[src/rtl/fetch_stage_ctrl.sv]
// rtl/fetch_stage_ctrl.sv - PC, IF/ID register and instruction-memory request control
//
// Purpose: owns the fetch PC and IF/ID pipeline register, issues instruction
// memory reads, inserts bubbles on stalls/misses/flushes, and keeps a returned
// instruction in a skid register while decode is stalled.
//
// Ports:
//   clk, rst                 clock, synchronous active-high reset
//   PC_Write_Enable_in       hazard unit: PC may advance
//   IF_ID_WriteEnable_in     hazard unit: IF/ID may load
//   branch_taken_in          redirect/flush request (one cycle per redirect)
//   branch_target_in         redirect target
//   halt_in                  HALT decoded in ID
//   imem_rdata_in            instruction data, valid with imem_done_in
//   imem_done_in             request complete
//   imem_addr_out            fetch address (= PC_out)
//   imem_rd_out              read request level
//   PC_out                   current fetch PC
//   IF_ID_instr_out          instruction to decode
//   IF_ID_PCplus2_out        PC+2 of that instruction
//   IF_ID_valid_out          1 = real instruction, 0 = bubble
module fetch_stage_ctrl #(
  parameter logic [15:0] RESET_PC  = 16'h0000,
  parameter logic [15:0] NOP_INSTR = 16'h0800
) (
  input  logic        clk,
  input  logic        rst,
  input  logic        PC_Write_Enable_in,
  input  logic        IF_ID_WriteEnable_in,
  input  logic        branch_taken_in,
  input  logic [15:0] branch_target_in,
  input  logic        halt_in,
  input  logic [15:0] imem_rdata_in,
  input  logic        imem_done_in,
  output logic [15:0] imem_addr_out,
  output logic        imem_rd_out,
  output logic [15:0] PC_out,
  output logic [15:0] IF_ID_instr_out,
  output logic [15:0] IF_ID_PCplus2_out,
  output logic        IF_ID_valid_out
);

  typedef enum logic [1:0] {FETCH, HOLD, HALTED} state_t;

  state_t      state, state_n;
  logic [15:0] pc, pc_n;
  logic [15:0] ifid_instr, ifid_instr_n;
  logic [15:0] ifid_pc2, ifid_pc2_n;
  logic        ifid_valid, ifid_valid_n;
  logic [15:0] skid, skid_n;
  logic        squash_pend, squash_pend_n;
  logic [15:0] target_pend, target_pend_n;
  logic        halt_pend, halt_pend_n;
  // Cleared by reset so no request is raised in the cycle rst deasserts;
  // keeps imem_rd_out purely registered.
  logic        started;

  logic        advance;
  logic        req;
  logic        done;
  logic        halt_req;
  logic [15:0] pc_plus2;

  assign advance  = PC_Write_Enable_in & IF_ID_WriteEnable_in;
  assign req      = (state == FETCH) & started;
  assign done     = req & imem_done_in;
  assign halt_req = halt_in & ~branch_taken_in;
  assign pc_plus2 = pc + 16'd2;

  assign imem_rd_out       = req;
  assign imem_addr_out     = pc;
  assign PC_out            = pc;
  assign IF_ID_instr_out   = ifid_instr;
  assign IF_ID_PCplus2_out = ifid_pc2;
  assign IF_ID_valid_out   = ifid_valid;

  always_ff @(posedge clk) begin
    if (rst) begin
      state       <= FETCH;
      pc          <= RESET_PC;
      ifid_instr  <= NOP_INSTR;
      ifid_pc2    <= 16'h0000;
      ifid_valid  <= 1'b0;
      skid        <= 16'h0000;
      squash_pend <= 1'b0;
      target_pend <= 16'h0000;
      halt_pend   <= 1'b0;
      started     <= 1'b0;
    end else begin
      state       <= state_n;
      pc          <= pc_n;
      ifid_instr  <= ifid_instr_n;
      ifid_pc2    <= ifid_pc2_n;
      ifid_valid  <= ifid_valid_n;
      skid        <= skid_n;
      squash_pend <= squash_pend_n;
      target_pend <= target_pend_n;
      halt_pend   <= halt_pend_n;
      started     <= 1'b1;
    end
  end

  always_comb begin
    state_n       = state;
    pc_n          = pc;
    ifid_instr_n  = ifid_instr;
    ifid_pc2_n    = ifid_pc2;
    ifid_valid_n  = ifid_valid;
    skid_n        = skid;
    squash_pend_n = squash_pend;
    target_pend_n = target_pend;
    halt_pend_n   = halt_pend;

    // Bubble on advance unless a real instruction is loaded below.
    if (advance || branch_taken_in) begin
      ifid_instr_n = NOP_INSTR;
      ifid_valid_n = 1'b0;
    end

    case (state)
      FETCH: begin
        if (branch_taken_in) begin
          // The redirecting branch is older than anything in ID, so a
          // pending halt belongs to a squashed instruction.
          halt_pend_n = 1'b0;
          if (done || !req) begin
            pc_n          = branch_target_in;
            squash_pend_n = 1'b0;
          end else begin
            squash_pend_n = 1'b1;
            target_pend_n = branch_target_in;
          end
        end else if (done) begin
          if (halt_pend || halt_req) begin
            state_n     = HALTED;
            halt_pend_n = 1'b0;
          end else if (squash_pend) begin
            pc_n          = target_pend;
            squash_pend_n = 1'b0;
          end else if (advance) begin
            ifid_instr_n = imem_rdata_in;
            ifid_pc2_n   = pc_plus2;
            ifid_valid_n = 1'b1;
            pc_n         = pc_plus2;
          end else begin
            skid_n  = imem_rdata_in;
            state_n = HOLD;
          end
        end else if (halt_req) begin
          halt_pend_n = 1'b1;
        end
      end

      HOLD: begin
        if (branch_taken_in) begin
          halt_pend_n = 1'b0;
          skid_n      = 16'h0000;
          pc_n        = branch_target_in;
          state_n     = FETCH;
        end else if (halt_req || halt_pend) begin
          halt_pend_n = 1'b0;
          skid_n      = 16'h0000;
          state_n     = HALTED;
        end else if (advance) begin
          ifid_instr_n = skid;
          ifid_pc2_n   = pc_plus2;
          ifid_valid_n = 1'b1;
          pc_n         = pc_plus2;
          state_n      = FETCH;
        end
      end

      HALTED: begin
        // Frozen until reset; only bubbles reach IF/ID.
      end

      default: state_n = FETCH;
    endcase
  end

endmodule
[config.mk]
export PLATFORM = sky130hd
export DESIGN_NAME = fetch_stage_ctrl
export DESIGN_NICKNAME = d
export VERILOG_FILES = /design/src/rtl/fetch_stage_ctrl.sv
export SDC_FILE = /design/constraint.sdc
export NUM_CORES = 1
export LEC_CHECK = 0
export ABC_AREA = 1
export BUFFER_PORTS_ARGS = -buffer_cell sky130_fd_sc_hd__buf_2
export CAP_MARGIN = 20
export CORE_MARGIN = 5
export CORE_UTILIZATION = 24
export CTS_CLUSTER_DIAMETER = 60
export DETAILED_ROUTE_END_ITERATION = 10
export GPL_TIMING_DRIVEN = 0
export PLACE_DENSITY = 0.51
export SKIP_LAST_GASP = 1
export SLEW_MARGIN = 20
export SYNTH_ARGS = -nofsm -noshare
export SYNTH_HDL_FRONTEND = slang
export SYNTH_SLANG_ARGS = --single-unit
[constraint.sdc]
create_clock -name clk -period 2 [get_ports clk]
set_input_delay 0 -clock clk [delete_from_list [all_inputs] [get_ports clk]]
set_output_delay 0 -clock clk [all_outputs]
set_load 0.01 [all_outputs]
==> results of run 1 <==
## area by class of cell
cell class | count | share of cell area (%)
Buffer | 56 | 5.330
Timing Repair Buffer | 139 | 13.61
Multi-Input combinational cell | 505 | 40.32
Tap cell | 270 | 5.311
Clock inverter | 5 | 1.298
Sequential cell | 86 | 27.08
Clock buffer | 11 | 3.659
Inverter | 56 | 3.383
## critical path, delay by kind of cell (launching register included)
kind | cells | cell delay, ns
buf+inv | 4 | 0.59
simple gates | 6 | 0.66
compound gates | 1 | 0.16
flops | 1 | 0.29
## how the worst max path moves through the flow
stage                       endpoint  slack (ns)  cells past startpoint
2_1_floorplan             PC_out[15]        0.38                      9
3_3_place_gp              PC_out[13]       -0.09                      9
3_5_place_dp              PC_out[13]       -0.09                      9
4_1_cts                   PC_out[13]        0.06                      9
5_1_grt        IF_ID_PCplus2_out[11]        0.01                     11
6_report        IF_ID_PCplus2_out[8]        0.18                     11
## stage by stage
stage               setup slack, ns  instances  cell area, um2  power [mW]
finish                       0.1845       1128            6361       4.893
detailed placement         -0.08641       1077            5692       3.028
CTS                         0.05706       1126            6340       4.933
floorplan                    0.3763        703            4833       2.638
global placement           -0.09314       1077            5692       3.026
global route                0.01037       1128            6361       5.161
## cells by family (layout without fill, tap and decap cells)
family / count (synthesis) / after routing / share of synthesized area (%)
AND/OR/NAND/NOR: 290 / 290 / 26.53
AO/OA/AOI/OAI: 206 / 206 / 24.67
flip-flops: 86 / 86 / 35.62
buffers and inverters: 112 / 267 / 11.47
XOR/XNOR: 8 / 8 / 1.450
adder cells (fa/ha/maj): 1 / 1 / 0.2588
## cells in the final DEF, fill, tap and decap left out, drive strengths merged, types with 2 or more instances in the layout
cell type / count
a21oi: 78
a31oi: 20
buf: 143
bufinv: 2
clkbuf: 30
clkinv: 3
dfxtp: 86
dlygate4sd3: 33
inv: 56
nand2: 113
nand3: 42
nand4: 4
nor2: 124
nor3: 5
o211ai: 17
o21ai: 85
o31ai: 2
or2: 2
xor2: 7
## registers in the layout, indices dropped and copies added (netlist names)
register           count
IF_ID_PCplus2_out     16
IF_ID_instr_out       16
PC_out                16
skid                  16
target_pend           16
state                  2
IF_ID_valid_out        1
halt_pend              1
squash_pend            1
started                1
## power by group through the flow
stage / sequential [mW] / combinational, mW / clock (mW)
after floorplan: 1.97 / 0.665 / 0
after global placement: 1.98 / 1.05 / 0
after detailed placement: 1.98 / 1.05 / 0
after CTS: 1.94 / 1.10 / 1.89
after global routing: 1.96 / 1.24 / 1.96
final: 1.94 / 1.10 / 1.85
## what timing repair did
item	in CTS	in global routing
hold buffers	33	0
pin swaps	0	1
endpoints found under the hold margin	44	0
gates resized for setup	1	3
setup buffers	0	2
endpoints found under the setup margin	4	21
## per-layer routing
metal  up-vias  GRT usage (%)  routed length, um
met5         -              0                  0
met3        12          3.271                833
met2       140          24.87               8168
met1      2356          21.60               8430
li1       2635              -                  -
met4         0          2.697                141
==> impl_metrics.csv, run 1 <==
group,metric,value,unit
die,die_x,151.9,um
global_route,grt_pass1_vias,5015,
timing,slew_headroom,48.89,%
layout,multi_input_area,2565,um2
min_path,hold_end,"halt_pend",
timing,rsz0062_at_grt,"false",
setup_path,worst-setup-path-type,"reg2reg",
die,boundaryPins,105,
logic_synthesis,synthTopCellsByCount,"nor2_1, nand2_1, dfxtp_1",
timing,setup_viol,0,
clocking,cts_tree,"done",
setup_path,crit_chain,"buf_2 > inv_4 > nand2_2 > nor2_4 > inv_2 > nand2_1 > nand2_1 > nor2_4 > inv_1 > a21oi_1 > nor2_1",
routing,dr.pass1.iters,5,
place,hpwl,13.02,mm
logic_synthesis,synth.most_common_cell,"nor2_1",
setup_path,required,2.25,ns
timing,fmax,550.8,MHz
routing,ant_nets,0,
setup_path,rrSetupSlack,0.18,ns
layout,regArea,1723,um2
setup_path,critPathArrivalTime,2.06,ns
die,start_util,24.12,%
run,maxCapViolations,0,
logic_synthesis,yosysWarnings,0,
min_path,hold_class,"in2reg",
setup_path,end_kind,"flip-flop",
setup_path,start_kind,"flip-flop",
clocking,cts_buffers,9,
power_and_ir_drop,p_int,3.354,mW
clocking,clockBufferDepth,2,
power_and_ir_drop,seq_power_share,39.7,%
timing,drv_slew,0,
timing,hold_violations,0,
logic_synthesis,netlist_area,4833,um2
logic_synthesis,yosys_register_bits,86,
clocking,root_buffer,"clkbuf_16",
timing,finalCriticalPeriod,1.816,ns
logic_synthesis,ys_top_cells_by_area,"dfxtp_1, nor2_1, nand2_1",
logic_synthesis,synthArstFlopShare,0,%
power_and_ir_drop,pwr-share-comb,22.6,%
setup_path,critPathSlowestCell,"dfxtp_1",
timing,holdWs,0.08757,ns
layout,n_fill_cell,2245,
clocking,numClockSinks,86,
power_and_ir_drop,clkPwrFrac,37.8,%
layout,area_growth,31.61,%
routing,drc,0,
timing,fin_tns_setup,0,ns
logic_synthesis,syn_nets,743,
setup_path,r2r_start,"state[1]",
layout,final_nets,893,
layout,drive_gt1_share,24.71,%
power_and_ir_drop,leakagePower,2.721,nW
routing,post_drt_wl_per_cell,15.58,um
logic_synthesis,ys.flop_type,"dfxtp_1",
place,place_congestion,0.8486,
logic_synthesis,synth_area_per_cell,6.875,um2
timing,post-route-period-util,90.78,%
power_and_ir_drop,irDropWorstVdd,0.0003854,V
timing,worst_pin_slew,0.7666,ns
logic_synthesis,synth_edf_count,0,
logic_synthesis,seq_area_frac_synth,35.62,%
logic_synthesis,yosysUniqueCellTypes,38,
global_route,grt_pass1_wl,28.79,mm
logic_synthesis,syn_inst,703,
global_route,grt_max_degree,15,
logic_synthesis,synth_top_area_cell,"dfxtp_1",
routing,drt_iter0_markers,334,
routing,vias_per_cell,4.559,
routing,num_vias,5143,
min_path,hold_depth,3,
setup_path,r2r_cells,11,
clocking,cts.clk_slew.worst_paths,0.07,ns
setup_path,worstPathMaxFanout,8,
power_and_ir_drop,sw_frac_of_total,31.46,%
clocking,clock_latency,0.36,ns
layout,final_core_util,31.74,%
die,fp-row-count,52,
clocking,cts_htree_levels,3,
die,dieHeight,151.9,um
setup_path,critPathMaxStageDelay,0.29,ns
setup_path,r2r-end,"IF_ID_PCplus2_out[8]",
place,io_buffers,104,
power_and_ir_drop,powerDensity,769.2,nW/um2
timing,finalClockSkew,0.01078,ns
power_and_ir_drop,p_sw,1.539,mW
layout,antenna_cells,0,
global_route,antenna_found_initial,0,
setup_path,cp-startpoint,"state[1]",
global_route,grt_usage,15.44,%
logic_synthesis,synth_top_area_share,35.62,%
global_route,overflow,0,
routing,wirelength,17.57,mm
die,die-area,23080,um2
min_path,min_from,"halt_in",
die,core_area,20040,um2
run_status,status,"finished, final reports clean",
No activity file was read; power rests on OpenSTA's default activity.
==> run 2: changes to the inputs <==
--- a/config.mk
+++ b/config.mk
@@ -8,12 +8,14 @@
 export ABC_AREA = 1
 export BUFFER_PORTS_ARGS = -buffer_cell sky130_fd_sc_hd__buf_2
 export CAP_MARGIN = 20
+export CELL_PAD_IN_SITES_DETAIL_PLACEMENT = 1
+export CELL_PAD_IN_SITES_GLOBAL_PLACEMENT = 1
 export CORE_MARGIN = 5
 export CORE_UTILIZATION = 24
 export CTS_CLUSTER_DIAMETER = 60
 export DETAILED_ROUTE_END_ITERATION = 10
 export GPL_TIMING_DRIVEN = 0
-export PLACE_DENSITY = 0.51
+export PLACE_DENSITY_LB_ADDON = 0.1
 export SKIP_LAST_GASP = 1
 export SLEW_MARGIN = 20
 export SYNTH_ARGS = -nofsm -noshare
==> run 2 against run 1 <==
Critical path depth grew 2; non-clock buffer count shrank 1; total power grew 3.3%; final area grew 0.57%; cell count shrank 0.18%; via count grew 2.4%; worst hold slack lost 0.077 ns; clock skew shrank 0.0024 ns; global-route usage grew 1.8 points; register-to-register slack lost 0.07 ns; sequential share of layout area shrank 0.17 points; largest cell class unchanged.
==> impl_metrics.csv, run 2 (synthesis gave the netlist of run 1 again) <==
group,metric,value,unit
setup_path,r2r_cells,13,
timing,finalCriticalPeriod,1.887,ns
timing,fin_tns_setup,0,ns
power_and_ir_drop,leakagePower,2.730,nW
global_route,grt_pass1_wl,32.02,mm
clocking,cts.clk_slew.worst_paths,0.07,ns
die,start_util,24.12,%
setup_path,required,2.19,ns
timing,post-route-period-util,94.36,%
die,die_x,151.9,um
layout,area_growth,32.36,%
setup_path,end_kind,"flip-flop",
power_and_ir_drop,powerDensity,789.8,nW/um2
timing,fin_ws,0.1128,ns
clocking,root_buffer,"clkbuf_16",
timing,setup_viol,0,
global_route,grt_max_degree,14,
die,boundaryPins,105,
setup_path,crit_end,"skid[4]",
power_and_ir_drop,clkPwrFrac,39.1,%
place,io_buffers,104,
clocking,clockBufferDepth,2,
die,fp-row-count,52,
clocking,clock_latency,0.34,ns
timing,hold_violations,0,
setup_path,r2r-end,"skid[4]",
layout,drive_gt1_share,25.12,%
routing,post_drt_wl_per_cell,17.88,um
die,die-area,23080,um2
routing,vias_per_cell,4.677,
clocking,numClockSinks,86,
global_route,overflow,0,
setup_path,start_kind,"flip-flop",
timing,holdWs,0.01067,ns
power_and_ir_drop,sw_frac_of_total,30.70,%
routing,drt_iter0_markers,201,
layout,final_nets,892,
timing,finalClockSkew,0.008397,ns
die,core_area,20040,um2
setup_path,critPathArrivalTime,2.08,ns
global_route,antenna_found_initial,0,
power_and_ir_drop,pwr-share-comb,22.6,%
power_and_ir_drop,p_int,3.501,mW
run,maxCapViolations,0,
setup_path,rrSetupSlack,0.11,ns
setup_path,worstPathMaxFanout,10,
layout,antenna_cells,0,
die,dieHeight,151.9,um
timing,slew_headroom,45.91,%
clocking,cts_tree,"done",
run_status,status,"finished, final reports clean",
power_and_ir_drop,p_sw,1.551,mW
routing,dr.pass1.iters,4,
place,hpwl,15.36,mm
power_and_ir_drop,seq_power_share,38.4,%
setup_path,worst-setup-path-type,"reg2reg",
clocking,cts_htree_levels,3,
layout,n_fill_cell,2560,
timing,worst_pin_slew,0.8114,ns
routing,ant_nets,0,
place,place_ws,-0.1425,ns
layout,mostFrequentLayoutCells,"nor2_1, buf_2, nand2_1",
timing,fmax,529.9,MHz
clocking,cts_buffers,9,
routing,wirelength,20.14,mm
global_route,grt_usage,17.26,%
setup_path,r2r_start,"state[1]",
routing,drc,0,
setup_path,cp-startpoint,"state[1]",
place,place_congestion,0.8265,
global_route,grt_pass1_vias,5677,
routing,num_vias,5266,
power_and_ir_drop,irDropWorstVdd,0.0003817,V
timing,drv_slew,0,
min_path,hold_class,"in2reg",
timing,rsz0062_at_grt,"true",
[run 2: final cells by class]
cell class	instances	area, um2	share of cell area (%)
Multi-Input combinational cell	505	2579	40.31
Sequential cell	86	1722	26.91
Timing Repair Buffer	138	857.1	13.40
Buffer	56	341.6	5.339
Tap cell	270	337.8	5.281
Clock buffer	11	242.7	3.794
Inverter	56	222.7	3.481
Clock inverter	4	95.09	1.486
[run 2: worst min path at each step]
stage	start	slack (ns)	end	cells past startpoint
floorplan	rst	0.07	PC_out[1]	1
global placement	imem_rdata_in[12]	0.27	skid[12]	3
detailed placement	imem_rdata_in[9]	0.28	skid[9]	3
CTS	branch_target_in[11]	0.006	target_pend[11]	3
global route	branch_target_in[3]	0.03	target_pend[3]	3
finish	branch_target_in[11]	0.01	target_pend[11]	3
[run 2: layer usage]
| layer | global-route usage [%] | part of all wire [%] |
|---|---|---|
| met1 | 22.15 | 47 |
| met2 | 30.93 | 50 |
| met3 | 2.105 | 2.8 |
| met4 | 3.981 | 1.0 |
| met5 | 0 | 0 |
[run 2: repair_timing]
item / CTS / global route
setup endpoints to repair: 16 / 26
gates resized for setup: 1 / 10
buffers inserted: 1 / 2
hold buffers: 31 / 0
pin swaps: 1 / 3
gates cloned: 0 / 0
hold endpoints to repair: 35 / 0
[run 2: power groups by stage]
stage          clock network [mW]  logic [mW]  registers [mW]
2_1_floorplan                   0       0.665            1.97
3_3_place_gp                    0        1.08            1.98
3_5_place_dp                    0        1.10            1.98
4_1_cts                      2.04        1.15            1.94
5_1_grt                      2.09        1.27            1.95
6_report                     1.97        1.14            1.94
[run 2: through the flow]
stage,power [mW],cell area (um2),cells,util (%)
CTS,5.124,6350,1124,31.69
global placement,3.052,5692,1077,28.40
detailed placement,3.072,5692,1077,28.40
global route,5.317,6397,1126,31.92
floorplan,2.638,4833,703,-
finish,5.052,6397,1126,31.92
[run 2: critical path: stages (launching register included)]
cell	delay, ns
dfxtp_1	0.30
buf_4	0.17
inv_4	0.10
nand2_2	0.10
nor2_4	0.14
buf_4	0.19
nand2_1	0.07
o21ai_0	0.07
inv_1	0.09
nand2_4	0.14
inv_4	0.07
buf_6	0.16
nand3_2	0.07
a21oi_2	0.05
